[src/rtl/mux2_tdm_driver.sv]
// mux2_tdm_driver: accepts one word per channel over two valid/ready ports,
// double-buffers them and serializes both MSB-first as an alternating
// ch0/ch1 time-division stream for a downstream 2:1 mux.
module mux2_tdm_driver #(
    parameter int WIDTH = 8
) (
    input  logic             clk,
    input  logic             rst_n,
    input  logic [WIDTH-1:0] ch0_data,
    input  logic             ch0_valid,
    output logic             ch0_ready,
    input  logic [WIDTH-1:0] ch1_data,
    input  logic             ch1_valid,
    output logic             ch1_ready,
    output logic             i0,
    output logic             i1,
    output logic             s,
    output logic             frame_start,
    output logic             busy
);

    localparam int SLOTS = 2 * WIDTH;
    localparam int SW    = $clog2(SLOTS);

    typedef enum logic {
        IDLE  = 1'b0,
        SHIFT = 1'b1
    } state_t;

    state_t        state_reg, state_next;
    logic [SW-1:0] slot_reg, slot_next;

    // Per-channel views so both channels share one generate body.
    logic [1:0][WIDTH-1:0] in_data;
    logic [1:0]            in_valid;
    logic [1:0]            full_w;
    logic [1:0]            msb_w;
    logic [1:0]            ready_w;

    // Frame control: load moves both holding words into the shifters,
    // shift_en advances both shifters after each odd slot.
    logic load;
    logic shift_en;
    logic both_full;
    logic last_slot;

    assign in_data   = {ch1_data, ch0_data};
    assign in_valid  = {ch1_valid, ch0_valid};
    assign both_full = full_w[0] & full_w[1];
    assign last_slot = (slot_reg == SW'(SLOTS - 1));

    genvar gi;
    generate
        for (gi = 0; gi < 2; gi++) begin : g_ch
            logic [WIDTH-1:0] hold_reg;
            logic             hold_full_reg;
            logic [WIDTH-1:0] sh_reg;

            // Holding register and shifter for one channel. A move and a new
            // handshake can never coincide because ready is the inverse of full.
            always_ff @(posedge clk) begin
                if (!rst_n) begin
                    hold_reg      <= '0;
                    hold_full_reg <= 1'b0;
                    sh_reg        <= '0;
                end else begin
                    if (load) begin
                        hold_full_reg <= 1'b0;
                    end else if (in_valid[gi] && !hold_full_reg) begin
                        hold_reg      <= in_data[gi];
                        hold_full_reg <= 1'b1;
                    end

                    if (load) begin
                        sh_reg <= hold_reg;
                    end else if (shift_en) begin
                        sh_reg <= {sh_reg[WIDTH-2:0], 1'b0};
                    end
                end
            end

            assign full_w[gi]  = hold_full_reg;
            assign msb_w[gi]   = sh_reg[WIDTH-1];
            // Ready is forced low while reset is held so nothing is offered
            // a handshake that would be discarded anyway.
            assign ready_w[gi] = rst_n & ~hold_full_reg;
        end
    endgenerate

    // State and slot counter registers.
    always_ff @(posedge clk) begin
        if (!rst_n) begin
            state_reg <= IDLE;
            slot_reg  <= '0;
        end else begin
            state_reg <= state_next;
            slot_reg  <= slot_next;
        end
    end

    // Next-state logic: a frame starts only when both channels hold a word;
    // at the last slot a waiting pair is reloaded for gap-free frames.
    always_comb begin
        state_next = state_reg;
        slot_next  = slot_reg;
        load       = 1'b0;
        shift_en   = 1'b0;
        case (state_reg)
            IDLE: begin
                slot_next = '0;
                if (both_full) begin
                    load       = 1'b1;
                    state_next = SHIFT;
                end
            end
            SHIFT: begin
                if (last_slot) begin
                    slot_next = '0;
                    if (both_full) begin
                        load = 1'b1;
                    end else begin
                        state_next = IDLE;
                    end
                end else begin
                    slot_next = slot_reg + SW'(1);
                    shift_en  = slot_reg[0];
                end
            end
            default: begin
                state_next = IDLE;
                slot_next  = '0;
            end
        endcase
    end

    // Outputs decoded from registered state only.
    assign busy        = (state_reg == SHIFT);
    assign s           = busy & slot_reg[0];
    assign i0          = busy & msb_w[0];
    assign i1          = busy & msb_w[1];
    assign frame_start = busy & (slot_reg == '0);
    assign ch0_ready   = ready_w[0];
    assign ch1_ready   = ready_w[1];

endmodule

[config.mk]
export PLATFORM = sky130hd
export DESIGN_NAME = mux2_tdm_driver
export DESIGN_NICKNAME = d
export VERILOG_FILES = /design/src/rtl/mux2_tdm_driver.sv
export SDC_FILE = /design/constraint.sdc
export NUM_CORES = 1
export LEC_CHECK = 0
export ABC_AREA = 1
export CAP_MARGIN = 20
export CELL_PAD_IN_SITES_DETAIL_PLACEMENT = 1
export CELL_PAD_IN_SITES_GLOBAL_PLACEMENT = 1
export CORE_UTILIZATION = 40
export CTS_BUF_LIST = sky130_fd_sc_hd__clkbuf_4 sky130_fd_sc_hd__clkbuf_8
export CTS_CLUSTER_DIAMETER = 150
export DETAILED_ROUTE_END_ITERATION = 6
export PLACE_DENSITY = 0.8
export SETUP_SLACK_MARGIN = 0.3
export SLEW_MARGIN = 10
export SYNTH_ARGS = -nofsm -noshare
export SYNTH_HDL_FRONTEND = slang
export SYNTH_SLANG_ARGS = --single-unit
[constraint.sdc]
create_clock -name clk -period 2.1 [get_ports clk]
set_clock_uncertainty 0.05 [all_clocks]
set_input_delay 0.21 -clock clk [delete_from_list [all_inputs] [get_ports clk]]
set_output_delay 0.21 -clock clk [all_outputs]
set_load 0.01 [all_outputs]
==> metrics.log <==
INFO  metric slew_headroom = 0.6712
INFO  metric dieArea = around 4800 um2
INFO  metric synth_cells = approximately 250
INFO  metric post_synth_and_or_nand_nor_area_fraction = 0.3400
INFO  metric cts_max_path_buffers = 2
INFO  metric ys_seq_elements = 39
INFO  metric tritoncts = done
INFO  metric cpLargestDelayFamily = buffers and inverters
INFO  metric crit_start = busy
INFO  metric io_buffer_count = 26
INFO  metric worstReg2RegStart = slot_reg[0]
INFO  metric global_route_usage_over_all_layers = 0.1843
INFO  metric ys_seq_area_frac = 0.4295
INFO  metric crit_cells = 4
INFO  metric synth.cell_area = 1818 um2
INFO  metric die_w = 69.42 um
INFO  metric grt_max_degree = 31
INFO  metric ioPinCount = 27
INFO  metric postCtsSetupBuffers = 0
INFO  metric synth_warnings = 0
INFO  metric clock_latency = roughly 290 ps
INFO  metric yosys.area_share.adder = 0.01376
INFO  metric wl_per_cell = 12.32 um
INFO  metric cts_sinks = 39
INFO  metric antenna_cells = 0
INFO  metric vias = ~1600
INFO  metric share_of_the_synthesized_area_in_compound_gates_ao_oa_aoi_oai = 0.09635
INFO  metric r2r.worst_path.cells = 9
INFO  metric crit-reg2reg-capture = g_ch[0].sh_reg[7]
INFO  metric core.rowCount = 24
INFO  metric clkSlewWorstSetupHoldPaths = roughly 70 ps
INFO  metric muxShareOfSynthArea = 0
INFO  metric fin_cells = ~320
INFO  metric timing.critical_path.slowest_stage_cell = sky130_fd_sc_hd__clkdlybuf4s50_1
INFO  metric final.setup.tns = 0 ps
INFO  metric num-fill-cells = 557
INFO  metric hold-worst-slack = between 400 and 500 ps
INFO  metric maxSlewViolCount = 0
INFO  metric synth_xor_xnor_area_share = 0.009635
INFO  metric run_status = complete, no violations
INFO  metric vdd.ir_drop.worst = approximately 0.44 mV
INFO  metric synth_area_per_cell = about 7.4 um2
INFO  metric p_total = ~1.6 mW
INFO  metric ctsResizeCount = 2
INFO  metric floorplan.initialDensity = 0.4175
INFO  metric cts-buffers-inserted = 5
INFO  metric drv_cap = 0
INFO  metric netlist.area_leader.share = 0.4295
INFO  metric dp.final_hpwl = 2699 um
INFO  metric ctsRootBufferMaster = sky130_fd_sc_hd__clkbuf_8
INFO  metric critical_path_buf_inv_count = 3
INFO  metric worst_pin_slew = just under 500 ps
INFO  metric synth_top_cell_by_area = sky130_fd_sc_hd__dfxtp_1
INFO  metric antenna_found_initial = 0
INFO  metric cts_hold_repair.buffers = 0
INFO  metric power_density_relative_to_cell_area = ~730 nW/um2
INFO  metric crit_path_cell_trace = buf_4, nand2_1, inv_1, clkdlybuf4s50_1
INFO  metric holdPathStages = 2
INFO  metric dr.first_iter.drc_count = 70
INFO  metric fmax = 582.6 MHz
INFO  metric detail-route-antenna-nets = 0
INFO  metric postSynthNetCount = approximately 270
INFO  metric design_area = ~2200 um2
INFO  metric core_region_area = 4354 um2
INFO  metric vias_per_cell = roughly 4.9
INFO  metric setup.reg_to_reg.worst_slack = ~460 ps
INFO  metric combined_area_of_the_multi_input_logic_cells = 838.3 um2
INFO  metric syn_to_final_growth = 19.68%
INFO  metric place_inst = approximately 320
INFO  metric area.sequential = a little under 800 um2
INFO  metric via_count_of_the_first_global_routing_pass = between 1500 and 2000
INFO  metric timing.critical_path.to_type = output port
INFO  metric remaining_global_route_overflow = 0
INFO  metric proportion_of_layout_cells_with_a_drive_suffix_above_1 = 0.1070
INFO  metric hold_violations = 0
INFO  metric worst-endpoint-arrival = 1460 ps
INFO  metric final.period_utilization = 0.8174
INFO  metric stage_delay_of_the_slowest_cell_on_the_critical_path = between 500 and 600 ps
INFO  metric die_height = 69.42 um
INFO  metric synth.area.top_cells = sky130_fd_sc_hd__dfxtp_1 43%, sky130_fd_sc_hd__nor2_1 9.9%, sky130_fd_sc_hd__nand2_1 9.5%
INFO  metric final_period_demand_of_the_worst_path = 1717 ps
INFO  metric power_leakage = 0.9137 nW
INFO  metric firstDrtPassIters = 4
INFO  metric first_pass_grt_wire_length = approximately 7000 um
INFO  metric worst_ep_required_time = between 1500 and 2000 ps
INFO  metric wirelength = 3978 um
INFO  metric hold_path_class = reg -> reg
INFO  metric routabilityCongestion = between 0.7 and 0.8
INFO  metric kind_of_launch_point_of_the_worst_setup_path = register
INFO  metric placement.cell_area = 2066 um2
INFO  metric synth.lib_cells_used.distinct = 22
INFO  metric detail_route.drc_violations = 0
INFO  metric critPathMaxFanout = 6
INFO  metric rsz0062_at_grt = false
INFO  metric setup.worst_path.class = reg -> out
INFO  metric cts_max_level = 2
INFO  metric nNetsFinal = between 200 and 300
INFO  metric setup_viol = 0
INFO  metric worst_setup_path_endpoint = i0
INFO  metric synth_top_family_by_area = simple AND/OR/NAND/NOR gates
routing by layer:
layer / part of all wire / wire length, um / global-route usage / up-vias
met2: 0.49 / 1960 / 0.3074 / 19
met4: 0.021 / 84 / 0.08163 / 0
met1: 0.46 / 1813 / 0.2239 / 746
met3: 0.030 / 119 / 0.04506 / 5
li1: - / - / - / 812
met5: 0 / 0 / 0 / -
where the power goes:
part | internal [mW] | switching (mW) | leakage [nW]
Combinational | 0.0966 | 0.118 | 0.538
Sequential | 0.788 | 0.0204 | 0.320
Clock | 0.313 | 0.262 | 0.0549
Total | 1.20 | 0.401 | 0.914
synth_stat cells:
library cell / n
sky130_fd_sc_hd__nand3_1: 8
sky130_fd_sc_hd__nand2_4: 1
sky130_fd_sc_hd__buf_2: 4
sky130_fd_sc_hd__buf_12: 1
sky130_fd_sc_hd__nand3_4: 2
sky130_fd_sc_hd__inv_1: 24
sky130_fd_sc_hd__xnor2_1: 1
sky130_fd_sc_hd__nand2_2: 9
sky130_fd_sc_hd__ha_1: 2
sky130_fd_sc_hd__buf_4: 1
sky130_fd_sc_hd__clkbuf_1: 1
sky130_fd_sc_hd__nor2_1: 48
sky130_fd_sc_hd__a21oi_1: 20
sky130_fd_sc_hd__nand2_1: 46
sky130_fd_sc_hd__xor2_1: 1
sky130_fd_sc_hd__inv_2: 1
sky130_fd_sc_hd__o21ai_0: 15
sky130_fd_sc_hd__nand3b_1: 14
sky130_fd_sc_hd__nor3b_1: 1
sky130_fd_sc_hd__dfxtp_1: 39
sky130_fd_sc_hd__buf_6: 5
sky130_fd_sc_hd__nand3_2: 1
cells in the final DEF, fill, tap and decap left out:
master	count
sky130_fd_sc_hd__clkbuf_8	7
sky130_fd_sc_hd__o21ai_0	15
sky130_fd_sc_hd__dlygate4sd2_1	1
sky130_fd_sc_hd__clkdlybuf4s50_1	24
sky130_fd_sc_hd__xnor2_1	1
sky130_fd_sc_hd__nor3b_1	1
sky130_fd_sc_hd__inv_2	1
sky130_fd_sc_hd__nand2_4	1
sky130_fd_sc_hd__nand3_2	1
sky130_fd_sc_hd__nand2_1	46
sky130_fd_sc_hd__buf_4	4
sky130_fd_sc_hd__ha_1	1
sky130_fd_sc_hd__nand3b_1	14
sky130_fd_sc_hd__a21oi_1	20
sky130_fd_sc_hd__nand2_2	9
sky130_fd_sc_hd__ha_2	1
sky130_fd_sc_hd__nor2_1	48
sky130_fd_sc_hd__nand3_4	2
sky130_fd_sc_hd__inv_1	24
sky130_fd_sc_hd__nand3_1	8
sky130_fd_sc_hd__dfxtp_1	37
sky130_fd_sc_hd__dfxtp_2	2
sky130_fd_sc_hd__xor2_1	1
sky130_fd_sc_hd__clkbuf_4	1
sky130_fd_sc_hd__dlymetal6s2s_1	1
worst min-delay path: stages, from the launching register on:
cell and delay [ps]:
sky130_fd_sc_hd__dfxtp_1 300, sky130_fd_sc_hd__inv_1 60, sky130_fd_sc_hd__a21oi_1 50
logic make-up after synthesis:
group / count (synthesis)
DFF: 39
and+or+nand+nor: 130
xor gates and xnor gates: 2
buffers and inverters: 37
AOI/OAI and AO/OA: 35
adders and majority gates: 2
layout make-up:
cell class | count | share of cell area
Clock buffer | 8 | 0.04773
Inverter | 25 | 0.04313
Timing Repair Buffer | 30 | 0.1340
Multi-Input combinational cell | 169 | 0.3853
Sequential cell | 39 | 0.3600
Tap cell | 52 | 0.02990
stage by stage:
stage               worst slack, ps  utilization
CTS                           322.3       0.4983
floorplan                     603.3            -
detailed placement            361.1       0.4744
global placement              396.1       0.4744
finish                        383.4       0.4997
global route                  301.1       0.4997
how the worst min path moves through the flow:
stage	slack [ps]	start	to
after global routing	430	g_ch[1].hold_reg[1]	g_ch[1].hold_reg[1]
after global placement	390	g_ch[1].hold_reg[4]	g_ch[1].hold_reg[4]
after detailed placement	400	g_ch[1].hold_reg[1]	g_ch[1].hold_reg[1]
after floorplan	320	ch0_data[0]	g_ch[0].hold_reg[0]
after CTS	410	g_ch[1].hold_reg[1]	g_ch[1].hold_reg[1]
final	410	g_ch[1].hold_reg[1]	g_ch[1].hold_reg[1]
No activity file was read; power rests on OpenSTA's default activity.
